<file path="config.mk">
export PLATFORM = sky130hd
export DESIGN_NAME = yn_capture_fifo
export DESIGN_NICKNAME = d
export VERILOG_FILES = /design/src/rtl/pda_fir_pkg.sv /design/src/rtl/yn_sync_fifo.sv /design/src/rtl/yn_capture_fifo.sv
export SDC_FILE = /design/constraint.sdc
export NUM_CORES = 1
export LEC_CHECK = 0
export CORE_MARGIN = 3
export CORE_UTILIZATION = 35
export CTS_BUF_LIST = sky130_fd_sc_hd__clkbuf_8
export CTS_CLUSTER_DIAMETER = 150
export DETAILED_ROUTE_END_ITERATION = 7
export PLACE_DENSITY = 0.48
export SETUP_SLACK_MARGIN = 0.2
export SYNTH_ARGS = -nofsm -noshare
export SYNTH_HDL_FRONTEND = slang
export SYNTH_SLANG_ARGS = --single-unit
</file>
<file path="constraint.sdc">
create_clock -name clk -period 5.6 [get_ports clk]
set_clock_uncertainty 0.2 [all_clocks]
set_input_delay 0.56 -clock clk [delete_from_list [all_inputs] [get_ports clk]]
set_output_delay 0.56 -clock clk [all_outputs]
set_load 0.005 [all_outputs]
</file>
<file path="src/rtl/pda_fir_pkg.sv">
//==============================================================================
// Module      : pda_fir_pkg
// Description : Shared widths, settle default and capture FSM states for the
//               PDA FIR datapath and its Yn capture FIFO.
// Revision    : 1.0 - initial release
//==============================================================================
`default_nettype none

package pda_fir_pkg;

    localparam int YN_W          = 16;
    localparam int X_W           = 8;
    localparam int SETTLE_CYCLES = 3;

    typedef enum logic [1:0] {
        IDLE = 2'd0,
        WAIT = 2'd1,
        CAPT = 2'd2
    } cap_state_t;

endpackage

`default_nettype wire

</file>
<file path="src/rtl/yn_sync_fifo.sv">
//==============================================================================
// Module      : yn_sync_fifo
// Description : Show-ahead synchronous FIFO with push/pop arbitration; a push
//               into a full FIFO is accepted only when a pop frees a slot.
// Revision    : 1.0 - initial release
//==============================================================================
`default_nettype none

module yn_sync_fifo #(
    parameter int WIDTH = 16,
    parameter int DEPTH = 16
) (
    input  logic                       clk,
    input  logic                       rst,
    input  logic                       wr_req,
    input  logic signed [WIDTH-1:0]    wr_data,
    output logic                       wr_accept,
    input  logic                       rd_ready,
    output logic                       rd_valid,
    output logic signed [WIDTH-1:0]    rd_data,
    output logic [$clog2(DEPTH):0]     count
);

    localparam int AW = $clog2(DEPTH);
    localparam int CW = AW + 1;

    logic signed [WIDTH-1:0] mem [DEPTH];
    logic [AW-1:0]           wr_ptr;
    logic [AW-1:0]           rd_ptr;
    logic                    full;
    logic                    pop;

    assign full      = (count == CW'(DEPTH));
    assign rd_valid  = (count != '0);
    assign pop       = rd_valid && rd_ready;
    assign wr_accept = wr_req && (!full || pop);
    // Zero when empty so the read port is clean out of reset.
    assign rd_data   = rd_valid ? mem[rd_ptr] : '0;

    always_ff @(posedge clk) begin
        if (rst) begin
            wr_ptr <= '0;
            rd_ptr <= '0;
            count  <= '0;
        end else begin
            if (wr_accept) wr_ptr <= wr_ptr + 1'b1;
            if (pop)       rd_ptr <= rd_ptr + 1'b1;
            case ({wr_accept, pop})
                2'b10:   count <= count + 1'b1;
                2'b01:   count <= count - 1'b1;
                default: count <= count;
            endcase
        end
    end

    always_ff @(posedge clk) begin
        if (!rst && wr_accept) mem[wr_ptr] <= wr_data;
    end

endmodule

`default_nettype wire

</file>
<file path="src/rtl/yn_capture_fifo.sv">
//==============================================================================
// Module      : yn_capture_fifo
// Description : Captures FIR output Yn a fixed settle time after each sample
//               strobe into a FIFO with sticky overflow/late flags.
//               Optional build macro YN_PEAK_EN adds a max-|Yn| tracker.
// Revision    : 1.0 - initial release
//==============================================================================
`default_nettype none

module yn_capture_fifo
    import pda_fir_pkg::*;
#(
    parameter int YN_W          = pda_fir_pkg::YN_W,
    parameter int DEPTH         = 16,
    parameter int SETTLE_CYCLES = pda_fir_pkg::SETTLE_CYCLES,
    parameter int CNT_W         = 4
) (
    input  logic                      clk,
    input  logic                      Rst,
    input  logic                      sample_stb,
    input  logic signed [YN_W-1:0]    Yn,
    output logic                      rd_valid,
    input  logic                      rd_ready,
    output logic signed [YN_W-1:0]    rd_data,
    output logic [$clog2(DEPTH):0]    count,
    output logic                      ovf,
    output logic                      late,
    input  logic                      clr_flags,
    output logic [YN_W-1:0]           peak_abs
);

    localparam logic [CNT_W-1:0] RELOAD = CNT_W'(SETTLE_CYCLES - 1);

    cap_state_t       state, state_n;
    logic [CNT_W-1:0] cnt, cnt_n;
    logic             capture;
    logic             late_set;
    logic             wr_accept;

    always_ff @(posedge clk) begin
        if (Rst) begin
            state <= IDLE;
            cnt   <= '0;
        end else begin
            state <= state_n;
            cnt   <= cnt_n;
        end
    end

    always_comb begin
        state_n  = state;
        cnt_n    = cnt;
        capture  = 1'b0;
        late_set = 1'b0;
        case (state)
            IDLE: begin
                if (sample_stb) begin
                    state_n = WAIT;
                    cnt_n   = RELOAD;
                end
            end
            WAIT: begin
                // A strobe while settling restarts the timer; the newest sample wins.
                if (sample_stb) begin
                    late_set = 1'b1;
                    cnt_n    = RELOAD;
                end else if (cnt != '0) begin
                    cnt_n = cnt - 1'b1;
                end else begin
                    state_n = CAPT;
                end
            end
            CAPT: begin
                capture = 1'b1;
                if (sample_stb) begin
                    state_n = WAIT;
                    cnt_n   = RELOAD;
                end else begin
                    state_n = IDLE;
                end
            end
            default: state_n = IDLE;
        endcase
    end

    yn_sync_fifo #(
        .WIDTH (YN_W),
        .DEPTH (DEPTH)
    ) u_fifo (
        .clk       (clk),
        .rst       (Rst),
        .wr_req    (capture),
        .wr_data   (Yn),
        .wr_accept (wr_accept),
        .rd_ready  (rd_ready),
        .rd_valid  (rd_valid),
        .rd_data   (rd_data),
        .count     (count)
    );

    always_ff @(posedge clk) begin
        if (Rst) begin
            ovf  <= 1'b0;
            late <= 1'b0;
        end else begin
            if (capture && !wr_accept) ovf <= 1'b1;
            else if (clr_flags)        ovf <= 1'b0;
            if (late_set)              late <= 1'b1;
            else if (clr_flags)        late <= 1'b0;
        end
    end

`ifdef YN_PEAK_EN
    logic [YN_W-1:0] yn_abs;
    logic [YN_W-1:0] peak_q;
    logic [YN_W-1:0] peak_base;

    // The most negative code has no positive twin; saturate it.
    always_comb begin
        if (Yn[YN_W-1] && (Yn[YN_W-2:0] == '0))
            yn_abs = {1'b0, {(YN_W-1){1'b1}}};
        else if (Yn[YN_W-1])
            yn_abs = YN_W'(-Yn);
        else
            yn_abs = YN_W'(Yn);
        peak_base = clr_flags ? '0 : peak_q;
    end

    always_ff @(posedge clk) begin
        if (Rst)
            peak_q <= '0;
        else if (wr_accept)
            peak_q <= (yn_abs > peak_base) ? yn_abs : peak_base;
        else if (clr_flags)
            peak_q <= '0;
    end

    assign peak_abs = peak_q;
`else
    assign peak_abs = '0;
`endif

endmodule

`default_nettype wire

</file>
Word-level counts from Yosys, hierarchy flattened. Memory sizes are Yosys's and may differ from the RTL's. A register that Yosys moved wholly into a read port is not among the register bits. Cells that the tools add are included.

Bits in registers: 21. Bits in writable memories: 256. Input port bits: 21. Output and inout bits: 40. Word-level logic and storage cells: 62. Memories: 1.

$add $sub $neg: 5. Equality and inequality tests: 10. Multiplexer cells: 21. Reductions and logical operators: 18.

Memories: u_fifo.mem (words 16, width 16, rd ports 1, clocked after memory_dff 1, wr ports 1, line yn_sync_fifo.sv:27) `logic signed [WIDTH-1:0] mem [DEPTH];`.

Operators by type and width (number): 4-bit two-way mux (5); 16-bit two-way mux (1); 5-bit case mux with 2 select lines (1); 1-bit two-way mux (9); 4-bit by 1-bit adder with 4-bit output, second input constant (2); 4-bit case mux with 2 select lines (1); 2-bit nonzero test (4); 2-bit two-way mux (3); 2-bit inequality test, second input constant (3); 2-bit case mux with 3 select lines (1); 3-bit AND reduction (2); 5-bit by 1-bit adder with 5-bit output, second input constant (1); 5-bit == test, second input constant (1); 5-bit nonzero test (1); 5-bit by 1-bit subtractor with 5-bit output, second input constant (1); 2-bit by 1-bit == test with 1-bit output, second input constant (2); 2-bit == test, second input constant (2); 1-bit logical AND (4); 4-bit nonzero test (1); 4-bit by 1-bit subtractor with 4-bit output, second input constant (1); 1-bit zero test (3); 3-bit inequality test, second input constant (1); 2-bit zero test (1); 2-bit by 1-bit inequality test with 1-bit output, second input constant (1); 2 further kinds (2).

Depth between registers and ports, before layout. Gate-level depths: netlist of the first run.

Depth after elaboration: 7. Mapped depth: 12. Gate-level depth less buffers: 10.

Modules after synthesis. Synthesis of the first run repeated with hierarchy kept, for this count alone.

Cell total of the unflattened synthesis: 592. Area, all modules: 11312.1 µm².

Modules (own cells, without submodules): yn_sync_fifo (times used 1, cells each 530, area an instance 10791.6 µm², seq. area each 8027.7 µm²); yn_capture_fifo (times used 1, cells each 62, area an instance 520.5 µm², seq. area each 160.2 µm²).

Worst setup path before layout of the first run. Ideal clock, no wire load.

Path type: reg2reg. From: register u_fifo.count[1]. To: register u_fifo.count[4]. Setup time: 0.120 ns. Arrival time: 3.253 ns. Data required time: 5.280 ns. Path slack: 2.027 ns. Cell stages (with the launch flop): 13. Path buffers: 2. Period minus slack after synthesis: 3.573 ns. Path through: dfxtp_1 buf_6 or4_4 o21ai_0 inv_1 ha_1 clkbuf_1 xor2_1 ha_1 or4b_2 nand4_1 nor4b_1 a211o_1.

Cells in the longest elaborated chain, start to end: 6. Elaborated cells between the ends (all ways): 12. Those cells by class: 2 x add/sub; 3 x eq/ne; 1 x mux; 6 x reduce/logical.

RTL lines: start: declaration (line yn_sync_fifo.sv:21) `output logic [$clog2(DEPTH):0] count`; start signal: assignment (line yn_sync_fifo.sv:49) `2'b10: count <= count + 1'b1;`; start signal: assignment (line yn_sync_fifo.sv:50) `2'b01: count <= count - 1'b1;`; start signal: assignment (line yn_sync_fifo.sv:51) `default: count <= count;`; 5-bit nonzero test (*) (line yn_sync_fifo.sv:34) `assign rd_valid = (count != '0);`; 1-bit logical AND (*) (line yn_sync_fifo.sv:35) `assign pop = rd_valid && rd_ready;`; net u_fifo.pop (line yn_sync_fifo.sv:31) `logic pop;`; 1-bit logical OR (line yn_sync_fifo.sv:36) `assign wr_accept = wr_req && (!full || pop);`; 1-bit logical AND (line yn_sync_fifo.sv:36); 2-bit by 1-bit == test with 1-bit output or 2-bit == test (tied branches) (line yn_sync_fifo.sv:48) `case ({wr_accept, pop})`; 5-bit case mux with 2 select lines or 2-bit nonzero test (tied branches).

Mark *: on every way through the listed nets, which the timed path passes. The rest lies on a longest branch. A chain may end at the register's enable or synchronous reset.

==> run_results.csv, run 1 <==
group,metric,value,unit
synthesis,synth_xor_area_frac,0.008484,
synthesis,yosys.area.top_type,"edfxtp_1",
synthesis,synth_edf_count,256,
clock_tree,htreeDepth,2,
synthesis,synth-simple-area-share,0.04617,
synthesis,syn_inst,575,
synthesis,synth_seq_cells,281,
final_layout,final_cell_area,0.01315,mm²
final_layout,area.growth.synth_to_final,15.81,%
critical_path,cp_max_fo,55,
timing,fin_tns_setup,0,ns
synthesis,synth_cell_type_count,55,
timing,rsz0062_at_grt,"no",
critical_path,crit_required,4.84,ns
drt,vias,5648,
pwr,leakage,4.235,nW
drt,routed_wl,25.09,mm
timing,timing.hold.ws,0.3117,ns
timing,fin_crit_sh,0.7551,
synthesis,yosys-top-cells-area,"edfxtp_1 68%, mux4_2 10%, dfxtp_1 4.4%",
clock_tree,clock-sinks,281,
drt,routedWlPerCell,22.14,µm
synthesis,syn_area_per_cell,19.75,µm²
drt,drt_first_pass_iters,5,
final_layout,drive_gt1_frac,0.2622,
clock_tree,cts_buffers,48,
placed_design,place_inst,1045,
synthesis,synth_top_family_by_area,"multiplexers",
clock_tree,cts_resized,0,
pwr,max-vdd-ir-drop,215.0,µV
clock_tree,cts_tree,"yes",
die,die_w,186.1,µm
timing,fmax,236.5,MHz
drt,drc,0,
die,io_pins,61,
clock_tree,cts_hold_buf,0,
global_route,overflow,0,
die,rows,65,
die,die_y,186.1,µm
critical_path,crit_type,"register to output pin",
synthesis,yosysMostFrequentCell,"edfxtp_1",
synthesis,syn_area,0.01136,mm²
placed_design,port_buffers,44,
placed_design,dpl.hpwl,14.23,mm
drt,drtIter0Drc,404,
global_route,grt_pass1_vias,6120,
global_route,grt_first_pass_wirelength,37.64,mm
global_route,grt_max_degree,56,
timing,max_slew.worst_pin.slew,1.131,ns
pwr,pwr_density_cell,368.1,mW/mm²
synthesis,async_flop_share,0,
global_route,grt_util_all_layers,0.1481,
critical_path,r2r_start,"u_fifo.count[1]$_SDFFE_PP0P_",
global_route,antenna_found_initial,0,
placed_design,dpl_cell_area,0.01230,mm²
clock_tree,clkLatencyLatePin,0.55,ns
timing,drv_slew,0,
synthesis,synthAdderAreaFrac,0.01212,
min_path,hp-start,"ovf$_SDFFE_PP0P_",
placed_design,gp_congestion,0.7472,
synthesis,synth_top_area_frac,0.6770,
synthesis,synthTopCellsByCount,"256 x edfxtp_1, 52 x mux4_2, 30 x nor2_1",
synthesis,synth_mux_area_frac,0.1494,
clock_tree,root_buffer,"clkbuf_8",
drt,avgViaCountPerCell,4.985,
synthesis,ys_seq_area_frac,0.7210,
synthesis,dominantRegCellSynth,"edfxtp_1",
timing,slew_headroom,0.2460,
critical_path,crit_path_start_kind,"register",
synthesis,synth_warnings,0,
clock_tree,clock_path_buffers,3,
timing,hold_viol,0,
min_path,hp-class,"register to register",
synthesis,synth_compound_area_frac,0.03239,
die,die_area,0.03464,mm²
final_layout,finalNonFillerCells,1133,
final_layout,layout.nets,692,
die,initial_core_util,0.3571,
flow_run,cap_violations,0,
clock_tree,post_cts_buffers,0,
timing,finalSetupViolCount,0,
critical_path,cp.arrival,3.47,ns
timing,timing.final.crit_period,4.228,ns
timing,worst_slack,1.372,ns
critical_path,end_kind,"output pin",
die,core,0.03180,mm²
placed_design,pre_cts_ws,1.760,ns
clock_tree,clk_pin_slew,0.06,ns
status,status,"completed",
final_layout,antennaDiodeCount,0,
drt,ant_nets,0,
area by class of cell:
cell class / instances / area, µm²
clock buffers: 48 / 660.6
clock inverters: 40 / 188.9
fillers: 2860 / 18650
inverters: 10 / 37.54
multi-input cells: 255 / 2933
flip-flops and latches: 281 / 8197
well taps: 435 / 544.3
repair buffers: 64 / 590.6
stage by stage:
step | util | power, mW
4_1_cts | 0.4136 | 4.921
2_1_floorplan | - | 2.935
3_5_place_dp | 0.3869 | 3.265
3_3_place_gp | 0.3869 | 3.249
5_1_grt | 0.4136 | 5.082
6_report | 0.4136 | 4.840
registers in the layout, summed over array words and instances (netlist names), named ones only:
name,flops
cnt,4
late,1
ovf,1
state,2
u_fifo.count,5
u_fifo.mem,256
u_fifo.rd_ptr,4
u_fifo.wr_ptr,4
path summary, 6_finish.rpt:
check                                 endpoint  slack, ns  cells after the start
hold / removal                ovf$_SDFFE_PP0P_       0.31                      2
setup / recovery                   rd_data[11]       1.37                      5
setup reg to reg  u_fifo.count[4]$_SDFFE_PP0P_       1.86                     10
hold reg to reg               ovf$_SDFFE_PP0P_       0.31                      2
per-layer routing:
metal  global-route usage  vias to the layer above  share of wire
li1                     -                     2497              -
met1               0.1920                     2969           0.43
met2               0.2572                      138           0.51
met3              0.02814                       44          0.045
met4              0.04021                        0          0.019
met5                    0                        -              0
where the power goes:
| group | total (mW) | leakage [nW] | internal, mW | switching, mW |
|---|---|---|---|---|
| sequential | 2.43 | 2.50 | 2.31 | 0.121 |
| combinational | 0.772 | 1.21 | 0.445 | 0.327 |
| clock | 1.64 | 0.523 | 0.844 | 0.791 |
worst max-delay path, cell delays in order, from the launching register on:
cell,delay (ns)
dfxtp_4,1.00
buf_4,0.32
mux4_2,0.51
mux2_2,0.27
a221o_2,0.33
clkdlybuf4s50_1,0.44
layout by cell type (no fill, tap or decap), types with 2 or more instances in the layout:
cell,netlist,routed
a211oi_1,3,3
a21oi_1,6,6
a221o_1,4,4
a221o_2,12,12
and2b_1,5,5
buf_4,17,20
clkbuf_8,1,48
clkdlybuf4s50_1,0,44
clkinv_1,0,9
clkinv_2,0,3
conb_1,1,16
dfxtp_1,25,22
dfxtp_4,0,2
edfxtp_1,256,256
ha_1,11,11
inv_1,10,35
mux2_2,16,16
mux2i_1,3,3
mux4_1,12,12
mux4_2,52,52
nand2_1,10,10
nand2b_1,4,4
nand3b_1,2,2
nand4b_1,3,3
nor2_1,30,18
nor2_2,1,13
nor2b_1,13,13
nor3_2,0,4
nor4_1,2,2
nor4b_1,2,2
o211ai_1,4,4
o21ai_0,3,3
or3_1,4,4
or3b_2,2,2
or4b_2,2,2
xnor2_1,4,4
xor2_1,7,7
logic make-up after synthesis:
family,after synthesis
adder cells (fa/ha/maj),11
flip-flops,281
multiplexers,83
XOR/XNOR,11
other,1
AND/OR/NAND/NOR,92
AO/OA/AOI/OAI,42
buffers and inverters,54
Note: power is estimated with default switching activity, not from simulation.
==> run 2, diff against run 1 <==
Settings changed: PLACE_DENSITY 0.48 to 0.5.
Clock period 5.6 ns to 3.75 ns, I/O delays scaled along.
==> run_results.csv, run 2 (synthesis results as in run 1) <==
group,metric,value,unit
drt,dr_wl_met2,12.29,mm
final_layout,layout_common_cells,"256 x edfxtp_1, 52 x mux4_2, 49 x clkbuf_8",
timing,drv_slew,0,
min_path,hp-class,"primary input to register",
critical_path,crit_required,3.17,ns
drt,vias,5698,
die,io_pins,61,
timing,finalSetupViolCount,0,
timing,fin_crit_sh,0.9278,
drt,wl_met1,10.83,mm
status,status,"completed",
critical_path,crit_path_start_kind,"register",
global_route,grt_max_degree,35,
final_layout,area.growth.synth_to_final,18.57,%
global_route,antenna_found_initial,1,
critical_path,crit_type,"register to output pin",
clock_tree,cts_hold_buf,0,
final_layout,largest_register_ffs,256,
critical_path,cp.arrival,2.90,ns
clock_tree,clock-sinks,281,
flow_run,cap_violations,0,
drt,drt_first_pass_iters,4,
timing,hold_viol,0,
final_layout,regMostFlops,"u_fifo.mem",
pwr,pwr_density_cell,547.3,mW/mm²
final_layout,reg_top3,"u_fifo.mem: 256 flops, u_fifo.count: 5 flops",
critical_path,slowest_stage,"mux4_1",
pwr,p_total,7.369,mW
drt,drtIter0Drc,369,
timing,worst_slack,0.2707,ns
drt,routed_wl,24.77,mm
critical_path,cpLargestDelayFamily,"multiplexers",
critical_path,end_kind,"output pin",
drt,dr_wl_met3,1.103,mm
critical_path,cp_max_fo,16,
die,rows,65,
die,die_w,186.1,µm
clock_tree,clock_path_buffers,3,
die,core,0.03180,mm²
pwr,max-vdd-ir-drop,338.5,µV
placed_design,dpl_cell_area,0.01240,mm²
clock_tree,cts_tree,"yes",
global_route,grt_first_pass_wirelength,37.78,mm
global_route,overflow,0,
drt,avgViaCountPerCell,4.916,
critical_path,critPathBufInv,2,
final_layout,final_common_cell,"edfxtp_1",
drt,drc,0,
drt,top_layer,"met5",
drt,ant_nets,0,
placed_design,pre_cts_ws,0.2935,ns
timing,timing.final.crit_period,3.479,ns
placed_design,port_buffers,44,
final_layout,antennaDiodeCount,0,
timing,rsz0062_at_grt,"yes",
critical_path,crit_chain,"buf_16 > mux4_1 > mux2_2 > a221o_2 > clkdlybuf4s50_1",
timing,fin_tns_setup,0,ns
timing,max_slew.worst_pin.slew,0.6326,ns
final_layout,final_cell_area,0.01346,mm²
pwr,leakage,4.399,nW
final_layout,layout.nets,718,
critical_path,reg2reg_slack,0.42,ns
placed_design,dpl.hpwl,14.32,mm
die,die_area,0.03464,mm²
critical_path,slowest_delay,0.57,ns
clock_tree,cts_buffers,48,
placed_design,gp_congestion,0.8002,
global_route,grt_util_all_layers,0.1476,
clock_tree,clkLatencyLatePin,0.54,ns
drt,routedWlPerCell,21.37,µm
die,die_y,186.1,µm
timing,fmax,287.4,MHz
clock_tree,clk_pin_slew,0.06,ns
final_layout,drive_gt1_frac,0.2914,
global_route,grt_pass1_vias,6073,
timing,slew_headroom,0.5770,
final_layout,final_core_util,0.4234,
die,initial_core_util,0.3571,
clock_tree,htreeDepth,2,
clock_tree,root_buffer,"clkbuf_8",
-- run 2: cell count changes in the layout (fill, tap and decap cells not counted), moves of 2 or more --
| cell | previous run | this run |
|---|---|---|
| buf_4 | 20 | 38 |
| inv_1 | 35 | 32 |
| buf_6 | 0 | 2 |
| buf_16 | 0 | 3 |
| clkinv_1 | 9 | 12 |
| dfxtp_1 | 22 | 20 |
| dfxtp_2 | 1 | 3 |
| buf_12 | 0 | 2 |
-- run 2: cell type report --
type                       instances  area, µm²
inverter                          10      37.54
clock inverter                    39      167.7
fill                            2789      18340
sequential                       281       8199
clock buffer                      49      674.4
timing repair buffer              90      903.4
multi-input combinational        255       2938
tap                              435      544.3
-- run 2: power breakdown --
part	internal [mW]	total [mW]	switching, mW
Combinational	0.796	1.47	0.669
Sequential	3.45	3.52	0.0677
Clock	1.22	2.38	1.17
Total	5.46	7.37	1.90
-- run 2: path summary, 6_finish.rpt --
| check | end | startpoint | cells past startpoint |
|---|---|---|---|
| worst max-delay path | rd_data[6] | register | 5 |
| worst max register to register | u_fifo.count[4]$_SDFFE_PP0P_ | u_fifo.count[3]$_SDFFE_PP0P_ | 10 |
| worst min register to register | ovf$_SDFFE_PP0P_ | ovf$_SDFFE_PP0P_ | 2 |
| worst min-delay path | ovf$_SDFFE_PP0P_ | clr_flags | 4 |
-- run 2: timing repair --
item | CTS | global route
pin swaps | 2 | 1
hold endpoints to repair | 0 | 0
setup endpoints to repair | 16 | 13
resized for setup | 4 | 4
gates cloned | 2 | 0
buffers inserted | 2 | 10
-- run 2: tightest hold or removal path, stage by stage --
cell             delay, ns
clkdlybuf4s50_1       0.39
inv_1                 0.08
a2bb2oi_1             0.07
nor2_1                0.08
-- run 2: stage by stage --
step / std cells / hold slack [ns]
6_report: 1159 / 0.2845
5_1_grt: 1159 / 0.2622
2_1_floorplan: 590 / 0.2517
4_1_cts: 1149 / 0.2495
3_3_place_gp: 1057 / 0.2780
3_5_place_dp: 1057 / 0.2942
-- run 2: per-layer routing --
metal,global-route usage,vias to the layer above
met4,0.04587,2
li1,-,2556
met5,0,-
met2,0.2487,126
met1,0.1955,2968
met3,0.02853,46
